$ cat src/rtl/ped_pkg.sv
// Shared types for the pedestrian crossing: controller states, the four legal
// upstream lamp codes ({red,amber,green}) and a legality helper.
package ped_pkg;

  typedef enum logic [2:0] {
    ST_IDLE,
    ST_WAITING,
    ST_WALK,
    ST_FLASH,
    ST_FAULT
  } ped_state_e;

  localparam logic [2:0] LAMP_R  = 3'b100;
  localparam logic [2:0] LAMP_RA = 3'b110;
  localparam logic [2:0] LAMP_G  = 3'b001;
  localparam logic [2:0] LAMP_A  = 3'b010;

  function automatic logic lamp_legal(input logic [2:0] code);
    return (code == LAMP_R) || (code == LAMP_RA) || (code == LAMP_G) || (code == LAMP_A);
  endfunction

endpackage

$ cat src/rtl/ped_cycle_counter.sv
// Loadable 8-bit down-counter; done flags the last clock of a loaded interval
// (count of 1), so an interval loaded with N lasts exactly N clocks.
module ped_cycle_counter (
  input  logic       clk,
  input  logic       rst_n,
  input  logic       load_i,
  input  logic [7:0] load_val_i,
  input  logic       en_i,
  output logic       done_o
);

  logic [7:0] count_q, count_d;

  always_comb begin
    count_d = count_q;
    if (load_i) begin
      count_d = load_val_i;
    end else if (en_i && (count_q != 8'd0)) begin
      count_d = count_q - 8'd1;
    end
  end

  always_ff @(posedge clk) begin
    if (!rst_n) begin
      count_q <= 8'd0;
    end else begin
      count_q <= count_d;
    end
  end

  assign done_o = (count_q == 8'd1);

endmodule

$ cat src/rtl/pedestrian_crossing.sv
// Pedestrian crossing controller slaved to an upstream traffic-light block.
// Define PED_COUNTDOWN_EN to drive the remaining walk+flash countdown output.
module pedestrian_crossing
  import ped_pkg::*;
#(
  parameter int WALK_CYCLES  = 8,
  parameter int FLASH_CYCLES = 6,
  parameter int FLASH_PERIOD = 2
) (
  input  logic       clk,
  input  logic       rst_n,
  input  logic       red,
  input  logic       amber,
  input  logic       green,
  input  logic       button,
  output logic       walk,
  output logic       dont_walk,
  output logic       wait_lamp,
  output logic       req_ack,
  output logic       conflict,
  output logic       fault,
  output logic [7:0] countdown
);

  localparam logic [7:0] WALK_LD  = 8'(WALK_CYCLES);
  localparam logic [7:0] FLASH_LD = 8'(FLASH_CYCLES);
  localparam logic [6:0] HALF_PER = 7'(FLASH_PERIOD);

  ped_state_e state_q, state_d;
  logic [2:0] lamps;
  logic       walk_q, walk_d, dw_q, dw_d, wait_q, wait_d;
  logic       ack_q, ack_d, conf_q, conf_d, fault_q, fault_d;
  logic [6:0] ph_q, ph_d;
  logic       cnt_load, cnt_en, cnt_done;
  logic [7:0] cnt_val;

  assign lamps = {red, amber, green};

  ped_cycle_counter u_cnt (
    .clk        (clk),
    .rst_n      (rst_n),
    .load_i     (cnt_load),
    .load_val_i (cnt_val),
    .en_i       (cnt_en),
    .done_o     (cnt_done)
  );

  // Outputs are computed for the next state and registered alongside it.
  always_comb begin
    state_d  = state_q;
    walk_d   = 1'b0;
    dw_d     = 1'b1;
    wait_d   = 1'b0;
    ack_d    = 1'b0;
    conf_d   = 1'b0;
    fault_d  = 1'b0;
    ph_d     = ph_q;
    cnt_load = 1'b0;
    cnt_val  = 8'd0;
    cnt_en   = 1'b0;
    if ((state_q == ST_FAULT) || !lamp_legal(lamps)) begin
      state_d = ST_FAULT;
      fault_d = 1'b1;
    end else begin
      case (state_q)
        ST_IDLE: begin
          if (button) begin
            state_d = ST_WAITING;
            ack_d   = 1'b1;
            wait_d  = 1'b1;
          end
        end
        ST_WAITING: begin
          wait_d = 1'b1;
          if (lamps == LAMP_R) begin
            state_d  = ST_WALK;
            wait_d   = 1'b0;
            walk_d   = 1'b1;
            dw_d     = 1'b0;
            cnt_load = 1'b1;
            cnt_val  = WALK_LD;
          end
        end
        ST_WALK, ST_FLASH: begin
          if (!red) begin
            // Traffic lost red mid-crossing: abort but keep the request.
            state_d = ST_WAITING;
            wait_d  = 1'b1;
            conf_d  = 1'b1;
          end else if (cnt_done) begin
            if (state_q == ST_WALK) begin
              state_d  = ST_FLASH;
              cnt_load = 1'b1;
              cnt_val  = FLASH_LD;
              ph_d     = 7'd1;
            end else begin
              state_d = ST_IDLE;
            end
          end else begin
            cnt_en = 1'b1;
            if (state_q == ST_WALK) begin
              walk_d = 1'b1;
              dw_d   = 1'b0;
            end else if (ph_q == HALF_PER) begin
              dw_d = ~dw_q;
              ph_d = 7'd1;
            end else begin
              dw_d = dw_q;
              ph_d = ph_q + 7'd1;
            end
          end
        end
        default: begin
          state_d = ST_FAULT;
          fault_d = 1'b1;
        end
      endcase
    end
  end

  always_ff @(posedge clk) begin
    if (!rst_n) begin
      state_q <= ST_IDLE;
      walk_q  <= 1'b0;
      dw_q    <= 1'b1;
      wait_q  <= 1'b0;
      ack_q   <= 1'b0;
      conf_q  <= 1'b0;
      fault_q <= 1'b0;
      ph_q    <= 7'd0;
    end else begin
      state_q <= state_d;
      walk_q  <= walk_d;
      dw_q    <= dw_d;
      wait_q  <= wait_d;
      ack_q   <= ack_d;
      conf_q  <= conf_d;
      fault_q <= fault_d;
      ph_q    <= ph_d;
    end
  end

`ifdef PED_COUNTDOWN_EN
  localparam logic [7:0] TOTAL_LD = 8'(WALK_CYCLES + FLASH_CYCLES);
  logic [7:0] cd_q, cd_d;

  always_comb begin
    cd_d = 8'd0;
    if ((state_q == ST_WAITING) && (state_d == ST_WALK)) begin
      cd_d = TOTAL_LD;
    end else if ((state_d == ST_WALK) || (state_d == ST_FLASH)) begin
      cd_d = cd_q - 8'd1;
    end
  end

  always_ff @(posedge clk) begin
    if (!rst_n) begin
      cd_q <= 8'd0;
    end else begin
      cd_q <= cd_d;
    end
  end

  assign countdown = cd_q;
`else
  assign countdown = 8'd0;
`endif

  assign walk      = walk_q;
  assign dont_walk = dw_q;
  assign wait_lamp = wait_q;
  assign req_ack   = ack_q;
  assign conflict  = conf_q;
  assign fault     = fault_q;

endmodule

$ cat config.mk
export PLATFORM = sky130hd
export DESIGN_NAME = pedestrian_crossing
export DESIGN_NICKNAME = d
export VERILOG_FILES = /design/src/rtl/ped_pkg.sv /design/src/rtl/ped_cycle_counter.sv /design/src/rtl/pedestrian_crossing.sv
export SDC_FILE = /design/constraint.sdc
export NUM_CORES = 1
export LEC_CHECK = 0
export BUFFER_PORTS_ARGS = -buffer_cell sky130_fd_sc_hd__buf_2
export CAP_MARGIN = 20
export CORE_UTILIZATION = 55
export DETAILED_ROUTE_END_ITERATION = 6
export GPL_TIMING_DRIVEN = 0
export PLACE_DENSITY = 0.76
export SYNTH_ARGS = -nofsm -noshare
export SYNTH_HDL_FRONTEND = slang
export SYNTH_SLANG_ARGS = --single-unit
$ cat constraint.sdc
create_clock -name clk -period 2.7 [get_ports clk]
set_input_delay 0.54 -clock clk [delete_from_list [all_inputs] [get_ports clk]]
set_output_delay 0.54 -clock clk [all_outputs]
set_load 0.01 [all_outputs]
## After elaboration in Yosys (flattened, before gate mapping)

Index checks and enable logic that the tools add are counted.

- Add/subtract/negate cells: 2
- Equality and inequality tests: 19
- Multiplexer cells: 43
- Bitwise gates (word level): 5
- Reductions and logical operators: 17

Operator list:

| operator | count |
|---|---|
| 7-bit 2-to-1 mux | 4 |
| 3-bit 2-to-1 mux | 8 |
| 1-bit 2-to-1 mux | 20 |
| 8-bit 2-to-1 mux | 2 |
| 3-bit by 2-bit equality test with 1-bit output, second input constant | 3 |
| 3-bit equality test, second input constant | 3 |
| 3-bit inequality test, second input constant | 3 |
| 3-bit case mux with 3 select lines | 1 |
| 8-bit by 1-bit equality test with 1-bit output, second input constant | 1 |
| 4-bit 2-to-1 mux | 2 |
| 4-bit case mux with 2 select lines | 1 |
| 8-bit nonzero test | 1 |
| 8-bit by 1-bit subtractor with 8-bit output, second input constant | 1 |
| 7-bit by 1-bit adder with 7-bit output, second input constant | 1 |
| 7-bit by 2-bit equality test with 1-bit output, second input constant | 1 |
| 3-bit by 1-bit equality test with 1-bit output, second input constant | 2 |
| 2-bit inequality test, second input constant | 3 |
| 1-bit case mux with 2 select lines | 3 |
| 3-bit AND reduction | 2 |
| 3-bit OR reduction | 2 |
| 5-bit inequality test, second input constant | 1 |
| 1-bit NOT | 5 |
| 5-bit AND reduction | 1 |
| 1-bit logical OR | 4 |
| 10 further kinds | 11 |

- Bits in registers: 24
- Bits of input ports: 6
- Output and inout bits: 14
- Word-level logic and storage cells: 96

## Depth between registers and ports, before layout

- Word-level depth: 10
- Depth in mapped cells: 7
- Mapped depth without buffers: 7

## Cells and area by module

Synthesis repeated with hierarchy kept, for this count alone.

- Cell total of the unflattened synthesis: 188
- Area, all modules: 1,559.0 µm²

Modules (own cells, without submodules):

| module | times used | cells an instance | area each (µm²) | sequential area each (µm²) |
|---|---|---|---|---|
| pedestrian_crossing | 1 | 115 | 980.9 | 320.3 |
| ped_cycle_counter | 1 | 73 | 578.1 | 160.2 |

## Worst setup path before layout

OpenSTA, ideal clock, no wires.

- Kind: register to register
- From: reg u_cnt.count_q[0]
- To: reg ph_q[6]
- Setup time: 0.131 ns
- Data arrival time: 1.829 ns
- Required time: 2.569 ns
- Path slack: 0.741 ns
- Stages on the path, launching flop included: 7
- Path buffers: 0
- Period minus slack after synthesis: 1.959 ns
- Cells stage by stage: dfxtp_1 -> ha_1 -> or3b_2 -> nor4_4 -> o211ai_1 -> xnor2_1 -> nor2b_1

- Cells in the longest elaborated chain, start to end: 3
- Elaborated cells between the ends (all ways): 5
- Classes of those cells: 3 x eq/ne; 1 x mux; 1 x reduce/logical

Ends and longest elaborated chain:

| element | line | text |
|---|---|---|
| start, declared | ped_cycle_counter.sv:12 | `logic [7:0] count_q, count_d;` |
| start signal, assigned | ped_cycle_counter.sv:27 | `count_q <= count_d;` |
| 8-bit by 1-bit equality test with 1-bit output * | ped_cycle_counter.sv:31 | `assign done_o = (count_q == 8'd1);` |
| 2-bit by 1-bit inequality test with 1-bit output (no source line) or 2-bit inequality test (tied branches) | - |  |
| 5-bit AND reduction (no source line) | - |  |
| end signal, assigned | pedestrian_crossing.sv:139 | `ph_q <= ph_d;` |
| end, declared | pedestrian_crossing.sv:33 | `logic [6:0] ph_q, ph_d;` |

Every way passes the cells marked *; elsewhere a longest branch is shown, timed or not.
A chain may end at the register's enable or synchronous reset.

## Worst setup path in the final report

Ends and elaborated chain as after synthesis.

==> metrics.md <==
| Metric | Value |
|---|---|
| Max-slew violations | `0` |
| Ports | `20` |
| Count leader, synth | `dfxtp_1` |
| FF-to-FF Start | `u_cnt.count_q[0]$_SDFFE_PN0P_` |
| Post-Synthesis Cells | `153` |
| Seq/Total Area, Yosys | `35.6%` |
| Final Cycle Share | `79.4%` |
| Clk pin slew, worst setup/hold paths | `130 ps` |
| Crit path launch type | `flop` |
| Routed wire length | `2.56 mm` |
| Setup TNS | `0 ps` |
| Via count | `1,128` |
| CP Launch Point | `u_cnt.count_q[0]$_SDFFE_PN0P_` |
| Clock Path Buffers | `2` |
| Mean Syn Cell Area | `8.82 um2` |
| WL/cell | `12.8 um` |
| Clock Latency Late Sink | `320 ps` |
| Actual slew at the worst max-slew pin | `785 ps` |
| Pin count of the biggest net entering global routing | `13` |
| Ys flop type | `dfxtp_1` |
| Tot Pwr | `0.576 mW` |
| Detailed placement HPWL | `2.00 mm` |
| Ant diodes | `0` |
| Vias per inst | `5.64` |
| Pre-CTS WS | `435 ps` |
| Final min period | `2140 ps` |
| Post-synth ARST share | `0%` |
| WP data arrival | `2340 ps` |
| Number of port buffers | `9` |
| Critical Path Slowest Stage Cell | `or3b_2` |
| CTS Root Cell | `clkbuf_4` |
| CP Cell Sequence | `ha_1, or3b_2, nor4_4, o211ai_1, xnor2_1, nor2b_1` |
| Setup Buffers After CTS | `0` |
| Fmax | `467 MHz` |
| Global-route wire length before repair | `4.37 mm` |
| Total gr overflow | `0` |
| EDFF count, synth | `0` |
| Core ar. | `2250 um2` |
| RSZ-0062 raised after global routing | `false` |
| Aggregate global-route resource usage | `21.5%` |
| Synth-to-Final Area Change | `9.55%` |
| Max-capacitance violation count | `0` |
| CTS tree | `built` |
| Clk_skew | `10.7 ps` |
| Sink Count | `24` |
| Final ANT Viol Nets | `0` |
| Post-CTS Hold Buffers | `0` |
| Req. time, crit path | `2900 ps` |
| Vias in the first global route | `1,031` |
| Drt pass-1 iters | `4` |
| Worst Setup End Kind | `flop` |
| Initial antenna violation count | `0` |
| Layout cell share with drive strength beyond 1 | `16.9%` |
| Synth top area share | `35.6%` |
| Count of cell types in the netlist | `49` |
| Worst Hold Depth | `3` |
| Final setup viols | `0` |
| Endpoints failing hold | `0` |
| Die width | `51.5 um` |
| Fin util | `65.5%` |
| Worst stage delay on the critical path | `490 ps` |
| Worst-case reg-to-reg path depth | `6` |
| Critical hold path startpoint | `button` |
| Worst setup margin | `557 ps` |
| Synth Warn # | `0` |
| Post-synth top cells | `24 x dfxtp_1, 17 x nor2_1, 9 x xor2_1, 8 x buf_4, 7 x nand2_1` |
| Num CTS Buffers | `3` |
| Die Footprint | `2650 um2` |
| H-tree Lvls | `1` |
| Mapped Area | `1350 um2` |
| Iteration-0 DRC Markers | `14` |
| Post-cts repair resize count | `0` |
| Die H | `51.5 um` |
| Synth Register Bits | `24` |
| Status | `finished, final reports clean` |
| Rows | `17` |
| DRC | `0` |
| Crit Path Class | `flop to flop` |
| Dominant cell type by area after synthesis | `dfxtp_1` |
| Static leakage | `0.576 nW` |
| Max_slew headroom | `47.0%` |
| Min-delay worst type | `input pin to flop` |
| Nets | `184` |
| Top cells by area, synth | `dfxtp_1 36%, xor2_1 5.8%, nor2_1 4.7%` |
| Peak supply drop | `272 uV` |
| Power per standard cell area | `390 nW/um2` |
| Crit path max fanout | `9` |
| Effective utilization at floorplan | `59.8%` |
| GPL Wtd Cong | `0.847` |
cell families after synthesis:
group / share of synthesized area [%]
AND/OR/NAND/NOR: 28.0
AO/OA/AOI/OAI: 17.1
flip-flops: 35.6
buffers and inverters: 7.51
XOR/XNOR: 7.79
adder cells (fa/ha/maj): 3.71
other: 0.278
worst max-delay path, delay by kind of cell, from the launching register on:
kind / cells / cell delay (ps)
adders and majority gates: 1 / 190
and+or+nand+nor: 3 / 1100
AOI/OAI and AO/OA: 1 / 180
xor gates and xnor gates: 1 / 140
DFF: 1 / 410
per-layer routing:
layer	wire length, um	part of all wire (%)	vias to the layer above	GRT usage [%]
li1	-	-	574	-
met1	1230	48	531	27.5
met2	1220	48	18	37.4
met3	62	2.4	5	1.75
met4	45	1.8	0	8.11
met5	0	0	-	0
final timing paths:
| path | to | slack, ps |
|---|---|---|
| min reg2reg | ph_q[5]$_SDFFE_PN0P_ | 560 |
| max reg2reg | ph_q[6]$_SDFFE_PN0P_ | 560 |
| min | wait_lamp$_SDFF_PP0_ | 540 |
| max | ph_q[6]$_SDFFE_PN0P_ | 560 |
through the flow:
step           hold slack, ps  cell area (um2)  cells
3_5_place_dp              545             1460    197
5_1_grt                   606             1480    200
3_3_place_gp              507             1460    197
2_1_floorplan             485             1380    160
4_1_cts                   542             1480    200
6_report                  543             1480    200
placed cells by master, fill, tap and decap left out, types with 5 or more instances in the layout:
cell | synthesis | layout
a21oi_1 | 6 | 6
buf_2 | 0 | 9
buf_4 | 8 | 8
clkbuf_1 | 5 | 5
conb_1 | 1 | 8
dfxtp_1 | 24 | 24
inv_1 | 6 | 6
nand2_1 | 7 | 7
nor2_1 | 17 | 17
nor3_1 | 6 | 6
xor2_1 | 9 | 9
final cells by class:
cell class	count	area (um2)
Tap cell	28	35.0
Inverter	6	22.5
Sequential cell	24	480
Timing Repair Buffer	9	45.0
Multi-Input combinational cell	117	793
Buffer	13	78.8
Clock buffer	3	22.5
Fill cell	205	777
sequential cells by signal, summed over array words and instances (netlist names):
register       flops
fault              1
ph_q               7
wait_lamp          1
conflict           1
walk               1
u_cnt.count_q      8
dont_walk          1
req_ack            1
state_q            3
power breakdown:
| part | total [mW] | internal [mW] | switching (mW) |
|---|---|---|---|
| Clock | 0.160 | 0.0523 | 0.107 |
| Combinational | 0.0553 | 0.0224 | 0.0329 |
| Sequential | 0.361 | 0.359 | 0.00209 |
| Total | 0.576 | 0.434 | 0.142 |
No activity file was read; power rests on OpenSTA's default activity.
